File: config.mk
export PLATFORM = sky130hd
export DESIGN_NAME = bus_arb4
export DESIGN_NICKNAME = d
export VERILOG_FILES = /design/src/rtl/bus_arb4.sv
export SDC_FILE = /design/constraint.sdc
export NUM_CORES = 1
export LEC_CHECK = 0
export CAP_MARGIN = 10
export CORE_ASPECT_RATIO = 1.75
export CORE_MARGIN = 4
export CORE_UTILIZATION = 45
export DETAILED_ROUTE_END_ITERATION = 6
export PLACE_DENSITY = 0.66
export SYNTH_ARGS = -nofsm -noshare
export SYNTH_HDL_FRONTEND = slang
export SYNTH_SLANG_ARGS = --single-unit
File: constraint.sdc
create_clock -name CLK -period 3.4 [get_ports CLK]
set_clock_uncertainty 0.15 [all_clocks]
set_input_delay 0.51 -clock CLK [delete_from_list [all_inputs] [get_ports CLK]]
set_output_delay 0.51 -clock CLK [all_outputs]
set_load 0.05 [all_outputs]
File: src/rtl/bus_arb4.sv
// Four-requester round-robin bus arbiter with a per-grant timeout.
// Each grant ends through a one-cycle RECOVER state before the arbiter returns to IDLE.
module bus_arb4 #(
  parameter logic [7:0] TO_CYCLES = 8'd255
) (
  input  logic       CLK,
  input  logic       CLR_N,
  input  logic [3:0] REQ,
  input  logic [3:0] DONE,
  output logic [3:0] GNT,
  output logic [1:0] GNT_ID,
  output logic       BUSY,
  output logic       TIMEOUT,
  output logic [1:0] TO_ID
);

  typedef enum logic [1:0] {IDLE, GRANT, RECOVER} state_t;

  state_t      state, state_nx;
  logic [1:0]  ptr;
  logic [1:0]  win;
  logic        win_vld;
  logic [7:0]  cnt;
  logic        rel_done;
  logic        rel_to;

  // Round-robin search: start at ptr, wrap 3->0, first set request wins.
  always_comb begin
    win     = ptr;
    win_vld = 1'b0;
    for (int i = 0; i < 4; i++) begin
      if (!win_vld && REQ[ptr + 2'(i)]) begin
        win     = ptr + 2'(i);
        win_vld = 1'b1;
      end
    end
  end

  // DONE from the owner beats a simultaneous timeout.
  always_comb begin
    rel_done = (state == GRANT) && DONE[GNT_ID];
    rel_to   = (state == GRANT) && !rel_done &&
               (({1'b0, cnt} + 9'd1) == {1'b0, TO_CYCLES});
  end

  always_comb begin
    state_nx = state;
    case (state)
      IDLE:    if (win_vld) state_nx = GRANT;
      GRANT:   if (rel_done || rel_to) state_nx = RECOVER;
      RECOVER: state_nx = IDLE;
      default: state_nx = IDLE;
    endcase
  end

  always_ff @(posedge CLK or negedge CLR_N) begin
    if (!CLR_N) begin
      state   <= IDLE;
      GNT     <= 4'b0000;
      GNT_ID  <= 2'd0;
      TIMEOUT <= 1'b0;
      TO_ID   <= 2'd0;
      ptr     <= 2'd0;
      cnt     <= 8'd0;
    end else begin
      state   <= state_nx;
      TIMEOUT <= rel_to;
      case (state)
        IDLE: if (win_vld) begin
          GNT    <= 4'b0001 << win;
          GNT_ID <= win;
          ptr    <= win + 2'd1;
          cnt    <= 8'd0;
        end
        GRANT: begin
          if (rel_done || rel_to) GNT <= 4'b0000;
          else                    cnt <= cnt + 8'd1;
          if (rel_to) TO_ID <= GNT_ID;
        end
        default: ;
      endcase
    end
  end

  assign BUSY = (state != IDLE);

endmodule

* After elaboration in Yosys (flattened, before gate mapping) *
Cells that the tools add are included.

operators by class
  magnitude comparators = 5
  muxes and demuxes = 26
  shifts and indexed selects = 1
  reduce and logical (&&, ||, !) cells = 19
  eq/ne operators = 5
  add/subtract/negate cells = 6

operators with widths
  operator                                                                count
  8-bit two-way mux                                                       2
  8-bit one-hot mux with 2 select lines                                   1
  2-bit by 3-bit < comparator with 1-bit output (second input constant)   5
  1-bit binary-select mux with 2-bit select                               5
  2-bit two-way mux                                                       5
  8-bit by 1-bit adder with 9-bit output (second input constant)          1
  9-bit by 8-bit equality test with 1-bit output (second input constant)  1
  1-bit two-way mux                                                       9
  8-bit by 1-bit adder with 8-bit output (second input constant)          1
  4-bit two-way mux                                                       2
  4-bit one-hot mux with 2 select lines                                   1
  1-bit logical AND                                                       6
  2-bit AND reduction                                                     3
  3-bit AND reduction                                                     2
  2-bit by 1-bit adder with 2-bit output (second input constant)          2
  2-bit adder (second input constant)                                     2
  1-bit logical NOT                                                       4
  2-bit != test (second input constant)                                   2
  2-bit one-hot mux with 2 select lines                                   1
  2-bit nonzero test                                                      2
  1-bit by 2-bit left shift with 4-bit output (first input constant)      1
  2-bit by 1-bit equality test with 1-bit output (second input constant)  1
  2-bit logical NOT                                                       1
  2-bit by 1-bit != test with 1-bit output (second input constant)        1
  1-bit logical OR                                                        1

word-level totals
  bits of input ports = 10
  logic and storage cells = 69
  output and inout port bits = 10
  flip-flop bits (word level) = 21

* Longest topological paths before layout *
Gate-level depths: netlist of the first run.

  depth after elaboration = 15
  depth in mapped cells = 7
  mapped depth without buffers = 7

* Worst setup path after synthesis of the first run *
Ideal clock, no wire load.

  path kind = register to register
  start point = register GNT_ID[0]
  end point = register TO_ID[0]
  path buffers = 1
  setup slack = 764 ps
  library setup time = 125 ps
  required time = 3125 ps
  period minus slack after synthesis = 2636 ps
  stages on the path, launching flop included = 6
  arrival = 2361 ps
  cells stage by stage = dfrtp_1 mux4_2 or2_4 or3_1 buf_6 mux2_4

on the way
  word-level cells in the longest chain between the ends = 7

RTL lines
  item                                       line  source
  from (decl)                                11    output logic [1:0] GNT_ID,
  from (signal assigned)                     71    GNT_ID <= win;
  1-bit binary-select mux with 2-bit select  41    rel_done = (state == GRANT) && DONE[GNT_ID];
  1-bit two-way mux (implied by the code)    41
  1-bit logical AND                          41
  1-bit logical NOT                          42    rel_to = (state == GRANT) && !rel_done &&
  1-bit logical AND (2 in series)            42
  2-bit AND reduction (no source line)       --
  to (signal assigned)                       62    TO_ID <= 2'd0;
  to (signal assigned)                       78    if (rel_to) TO_ID <= GNT_ID;
  to (decl)                                  14    output logic [1:0] TO_ID

Several ways; a longest one is shown, not always the timed one. The select of a mux whose other input is x is not followed.
A chain may end at the register's enable or synchronous reset.

* Worst setup path after layout of the first run *
  start point = register cnt[0]
  end point = register TO_ID[1]

on the way
  word-level cells in the longest chain between the ends = 4

RTL lines
  item                                            line  source
  from (decl)                                     23    logic [7:0] cnt;
  from (signal assigned)                          77    else cnt <= cnt + 8'd1;
  8-bit by 1-bit adder with 9-bit output          43    (({1'b0, cnt} + 9'd1) == {1'b0, TO_CYCLES});
  9-bit by 8-bit equality test with 1-bit output  43
  1-bit logical AND                               42
  2-bit AND reduction (no source line)            --

Every way passes these cells.

==> run_results.csv, run 1 <==
group,metric,value,unit
run_status,status,"complete, no violations",
floorplan,dieArea,3800,µm²
detailed_routing,vias_per_cell,6.11,
setup_path,worst_path_max_delay_cell,"or3_1",
synth,synth_top_family_by_area,"compound AO/OA/AOI/OAI gates",
clocking,clk_latency,0.26,ns
global_route,grt_util_all_layers,15.4,%
detailed_routing,drt_first_pass_iters,4,
setup_path,crit_path_end_kind,"flop",
timing,period_needed,2.69,ns
synth,yosysTopAreaCellShare,41.0,%
floorplan,start_util,47.1,%
power,p_seq_share,34.1,%
synth,yosys-top-cells-count,"dfrtp_1, nand2_1, nor2_1",
global_route,grtUsageMet1,16.5,%
clocking,cts_resized,0,
power,p_comb_share,52.3,%
setup_path,crit_end,"TO_ID[1]",
timing,setup_viol,0,
detailed_routing,drt-initial-drc-count,37,
detailed_routing,wl_per_cell,15.6,µm
global_route,grt_overflow,0,
clocking,post_cts_buffers,0,
synth,synth-seq-area-share,41.0,%
cells_and_area,syn2layout_area_growth,19.4,%
timing,drv_slew,0,
cells_and_area,seqCellArea,526,µm²
setup_path,regToRegEndpoint,"TO_ID[1]",
power,p_int,0.643,mW
detailed_routing,wirelength,2720,µm
clocking,cts_tree,"yes",
place,gp_congestion,0.786,
setup_path,r2r_cells,6,
clocking,htree_levels,1,
detailed_routing,vias,1063,
global_route,use_met3,2.47,%
setup_path,cpLargestDelayFamily,"simple AND/OR/NAND/NOR gates",
setup_path,worstReg2RegStart,"cnt[0]",
floorplan,io_pins,20,
cells_and_area,diodes,0,
detailed_routing,ant_nets,0,
synth,synthXorXnorAreaFrac,1.37,%
global_route,grtUsageMet2,29.2,%
clocking,clkSinkCount,21,
setup_path,critPathMaxStageDelay,0.53,ns
flow_run,cap_viol_max_count,0,
synth,synth_enable_flop_cells,0,
setup_path,startpoint,"cnt[0]",
floorplan,dieWidth,48.4,µm
timing,rsz0062_at_grt,"false",
setup_path,cp.arrival,2.68,ns
synth,synth.ff_latch_count,21,
cells_and_area,n_fill_cell,256,
setup_path,crit_cells,6,
setup_path,start_kind,"flop",
global_route,grt_first_pass_wirelength,4860,µm
setup_path,worstPathCellList,"ha_1 > nand4b_1 > o32ai_1 > o221ai_1 > or3_1 > mux2_4",
synth,ys_top_cells_by_area,"dfrtp_1, ha_1, a21oi_1",
cells_and_area,fin_nets,164,
floorplan,core,2720,µm²
place,pre_cts_ws,0.475,ns
detailed_routing,drc,0,
synth,postSynth.asyncResetShare,100,%
timing,finalSetupTns,0,ns
floorplan,die_y,78.6,µm
global_route,antenna_found_initial,0,
synth,syn_area_per_cell,10.1,µm²
synth,synth_cell_types,43,
clocking,cts_root_buffer,"clkbuf_8",
setup_path,r2r_setup_slack,0.71,ns
synth,synth_adder_area_share,5.85,%
clocking,path_clk_slew,0.08,ns
timing,worst_pin_slew,0.914,ns
power,p_sw,0.529,mW
timing,fin_ws,0.713,ns
timing,hold_viol,0,
place,dp.cells,170,
cells_and_area,drive_above_1_share,10.2,%
floorplan,core.rowCount,25,
power,clockPowerShare,13.6,%
timing,slew-limit-headroom,38.9,%
synth,yosys_warnings,0,
synth,synth-compound-area-share,24.1,%
synth,syn-cell-area,1280,µm²
synth,synth_top_flop_cell,"dfrtp_1",
timing,fmax,0.372,GHz
global_route,grt_max_degree,22,
cells_and_area,instances_no_fill,174,
synth,yosys.area.top_type,"dfrtp_1",
place,hpwl,2120,µm
global_route,grt_pass1_vias,1112,
clocking,cts_made_buffers,3,
setup_path,path_class,"flop to flop",
cells_and_area,multiInputGateArea,711,µm²
synth,synthCells,127,
power,p_per_area,765,nW/µm²
clocking,cts_hold_buffers,0,
clocking,clock_path_buffers,2,
power,vdd_ir_drop_max,321,µV
setup_path,crit_buf_inv,0,
setup_path,crit_fanout,9,
place,io_buffers,19,
synth,synthMuxAreaShare,5.85,%
synth,synthSimpleGateAreaFrac,18.2,%
setup_path,worstPathRequired,3.40,ns
min_path,hp-class,"flop to flop",
synth,synth_nets,143,
timing,min_period_over_period,79.0,%
global_route,top_usage_layer,"met2",
power,swShare,45.2,%
synth,yosysMostFrequentCell,"dfrtp_1",
power,power.leakage,0.698,nW
-- layer usage --
metal  part of all wire, %  routed length, µm
met5                     0                  0
met4                   2.2                 59
met3                   2.9                 78
met2                    55               1500
met1                    40               1070
-- metrics by stage --
step / total power, mW / hold WS, ns / util [%] / cell area (µm²)
after floorplan: 0.845 / 0.0644 / - / 1280
after global placement: 1.01 / 0.348 / 54.6 / 1490
after detailed placement: 1.02 / 0.346 / 54.6 / 1490
after CTS: 1.19 / 0.365 / 56.3 / 1530
final: 1.17 / 0.363 / 56.3 / 1530
after global routing: 1.26 / 0.394 / 56.3 / 1530
-- power by group through the flow --
| stage | Combinational (mW) | Sequential (mW) | Clock [mW] |
|---|---|---|---|
| after floorplan | 0.363 | 0.482 | 0 |
| after global placement | 0.608 | 0.403 | 0 |
| after detailed placement | 0.618 | 0.404 | 0 |
| after CTS | 0.623 | 0.399 | 0.163 |
| after global routing | 0.673 | 0.413 | 0.175 |
| final | 0.614 | 0.399 | 0.159 |
-- cell families (layout without fill, tap and decap cells) --
group           after synthesis  in the layout
compound gates               40             40
fa+ha+maj                     6              6
simple gates                 43             43
mux                           5              5
flops                        21             21
xor+xnor                      2              2
buf+inv                      10             30
-- cells in the final DEF (no fill, tap or decap), drive strengths merged, types with 3 or more instances in the layout --
master	netlist	layout
a21o	3	3
a21oi	8	8
a32o	4	4
and2	3	3
clkbuf	0	4
clkdlybuf4s50	0	19
dfrtp	21	21
ha	6	6
inv	7	7
mux2	4	4
nand2	9	9
nand3	3	3
nor2	9	9
nor2b	5	5
o21a	3	3
o21ai	7	7
o41ai	4	4
or2	4	4
-- registers in the layout, summed over array words and instances, names as in the netlist --
register and count:
TIMEOUT 1, state 2, ptr 2, cnt 8
TO_ID 2, GNT 4, GNT_ID 2
-- area by class of cell --
cell class	instances	area share, %
clock buffers	4	2.94
repair buffers	19	12.4
well taps	27	2.21
inverters	7	1.72
flip-flops and latches	21	34.3
multi-input cells	96	46.4
-- how the worst min path moves through the flow --
stage / start / end / slack (ns) / cells past startpoint
after global placement: TO_ID[1] / TO_ID[1] / 0.35 / 1
after detailed placement: TO_ID[1] / TO_ID[1] / 0.35 / 1
after global routing: GNT[3] / GNT[3] / 0.39 / 1
final: TO_ID[1] / TO_ID[1] / 0.36 / 1
after CTS: TO_ID[1] / TO_ID[1] / 0.36 / 1
after floorplan: CLR_N / GNT[0] / 0.06 / 0
Power figures use the tool's default switching activity.
==> run 2, diff against run 1 <==
clock period = 2.55 ns   (was 3.4 ns; I/O delays follow)
==> run 2 against run 1 <==
  * Register-to-register slack got worse by 0.56 ns
  * Sequential share of layout area is 1.6 points lower
  * Wire length increased by 12%
  * Worst hold slack worse by 0.046 ns
  * Maximum frequency up 12%
  * Critical endpoint is now TO_ID[0]
  * Largest power group unchanged
==> run_results.csv, run 2 (synthesis gave the netlist of run 1 again) <==
group,metric,value,unit
run_status,status,"complete, no violations",
global_route,grt_util_all_layers,17.3,%
cells_and_area,syn2layout_area_growth,25.4,%
timing,worst_pin_slew,0.496,ns
clocking,cts_hold_buffers,0,
setup_path,worst_path_max_delay_cell,"or3_1",
floorplan,die_y,78.6,µm
setup_path,crit_fanout,9,
global_route,grt_max_degree,22,
clocking,clock_path_buffers,2,
timing,fmax,0.417,GHz
global_route,grt_first_pass_wirelength,5240,µm
timing,period_needed,2.40,ns
timing,drv_slew,0,
min_path,hp-class,"primary input to asynchronous set/reset pin",
clocking,post_cts_buffers,0,
floorplan,core.rowCount,25,
detailed_routing,vias_per_cell,6.11,
power,vdd_ir_drop_max,497,µV
place,gp_congestion,0.768,
timing,min_period_over_period,94.1,%
cells_and_area,largest_register,"cnt",
global_route,grt_pass1_vias,1219,
timing,rsz0062_at_grt,"false",
setup_path,worstReg2RegStart,"cnt[0]",
place,placed_cell_area,1560,µm²
setup_path,worstPathRequired,2.55,ns
clocking,cts_made_buffers,3,
floorplan,core,2720,µm²
setup_path,worstPathCellList,"ha_1 > nand4b_1 > o32ai_1 > o221ai_1 > or3_1 > mux2_4",
floorplan,dieArea,3800,µm²
cells_and_area,final_area,1610,µm²
clocking,cts_resized,0,
setup_path,startpoint,"cnt[0]",
global_route,antenna_found_initial,0,
floorplan,io_pins,20,
floorplan,dieWidth,48.4,µm
clocking,clkSinkCount,21,
setup_path,cpLargestDelayFamily,"simple AND/OR/NAND/NOR gates",
power,power.leakage,0.746,nW
global_route,grt_overflow,0,
timing,setup_viol,0,
place,hpwl,2440,µm
detailed_routing,wirelength,3050,µm
detailed_routing,drc,0,
detailed_routing,drt_first_pass_iters,4,
timing,timing.hold.ws,0.317,ns
cells_and_area,final_common_cell,"dfrtp_1",
power,p_per_area,1030,nW/µm²
floorplan,start_util,47.1,%
detailed_routing,wl_per_cell,16.7,µm
setup_path,crit_path_end_kind,"flop",
setup_path,critPathMaxStageDelay,0.48,ns
flow_run,cap_viol_max_count,0,
setup_path,path_class,"flop to flop",
detailed_routing,drt-initial-drc-count,33,
clocking,cts_root_buffer,"clkbuf_8",
cells_and_area,diodes,0,
detailed_routing,ant_nets,0,
setup_path,cp.arrival,2.40,ns
clocking,htree_levels,1,
setup_path,crit_buf_inv,0,
cells_and_area,largest_reg_flops,8,
detailed_routing,vias,1119,
cells_and_area,most-common-layout-cells,"dfrtp_1, clkdlybuf4s50_1, nand2_1, nor2_1, buf_4",
cells_and_area,drive_above_1_share,16.7,%
setup_path,start_kind,"flop",
timing,hold_viol,0,
clocking,clk_latency,0.26,ns
clocking,cts_tree,"yes",
cells_and_area,reg_top3,"cnt: 8 flops, GNT: 4 flops",
timing,slew-limit-headroom,66.6,%
clocking,path_clk_slew,0.07,ns
cells_and_area,fin_nets,173,
place,io_buffers,19,
[run 2: cell types whose count changed in the layout (fill, tap and decap cells not counted)]
cell / change
buf_4: +9
dfrtp_1: -1
dfrtp_2: +1
o41ai_1: -1
o41ai_2: +1
[run 2: where the power goes]
group / leakage, nW / total, mW / switching, mW / internal [mW]
clock: 0.0228 / 0.216 / 0.104 / 0.111
sequential: 0.276 / 0.540 / 0.112 / 0.427
combinational: 0.448 / 0.897 / 0.520 / 0.377
[run 2: layer usage]
layer	wire length [µm]	vias to the layer above	GRT usage [%]
met1	1070	557	15.6
met4	129	0	12.2
li1	-	528	-
met5	0	-	0
met2	1760	21	33.0
met3	90	13	2.85
[run 2: final timing paths]
kind | slack, ns | depth (start not counted) | to
hold / removal | 0.32 | 2 | ptr[1]
setup reg to reg | 0.15 | 6 | TO_ID[0]
min in group CLK | 0.38 | 1 | GNT[1]
max in group asynchronous | 1.70 | 2 | GNT_ID[0]
setup / recovery | 0.15 | 6 | TO_ID[0]
hold reg to reg | 0.38 | 1 | GNT[1]
[run 2: layout make-up]
cell class                 count  area (µm²)
clock buffer                   4        45.0
fill                         236        1110
inverter                       7        26.3
multi-input combinational     96         718
sequential                    21         527
tap                           27        33.8
timing repair buffer          28         258
[run 2: metrics by stage]
step / util [%] / setup TNS, ns / power, mW / worst slack (ns) / instances
3_3_place_gp: 57.1 / -0.461 / 1.42 / -0.0594 / 179
2_1_floorplan: - / 0 / 1.13 / 0.0708 / 127
3_5_place_dp: 57.1 / -0.907 / 1.45 / -0.120 / 179
5_1_grt: 59.1 / 0 / 1.78 / 0.00224 / 183
6_report: 59.1 / 0 / 1.65 / 0.149 / 183
4_1_cts: 58.8 / 0 / 1.67 / 0.0727 / 183
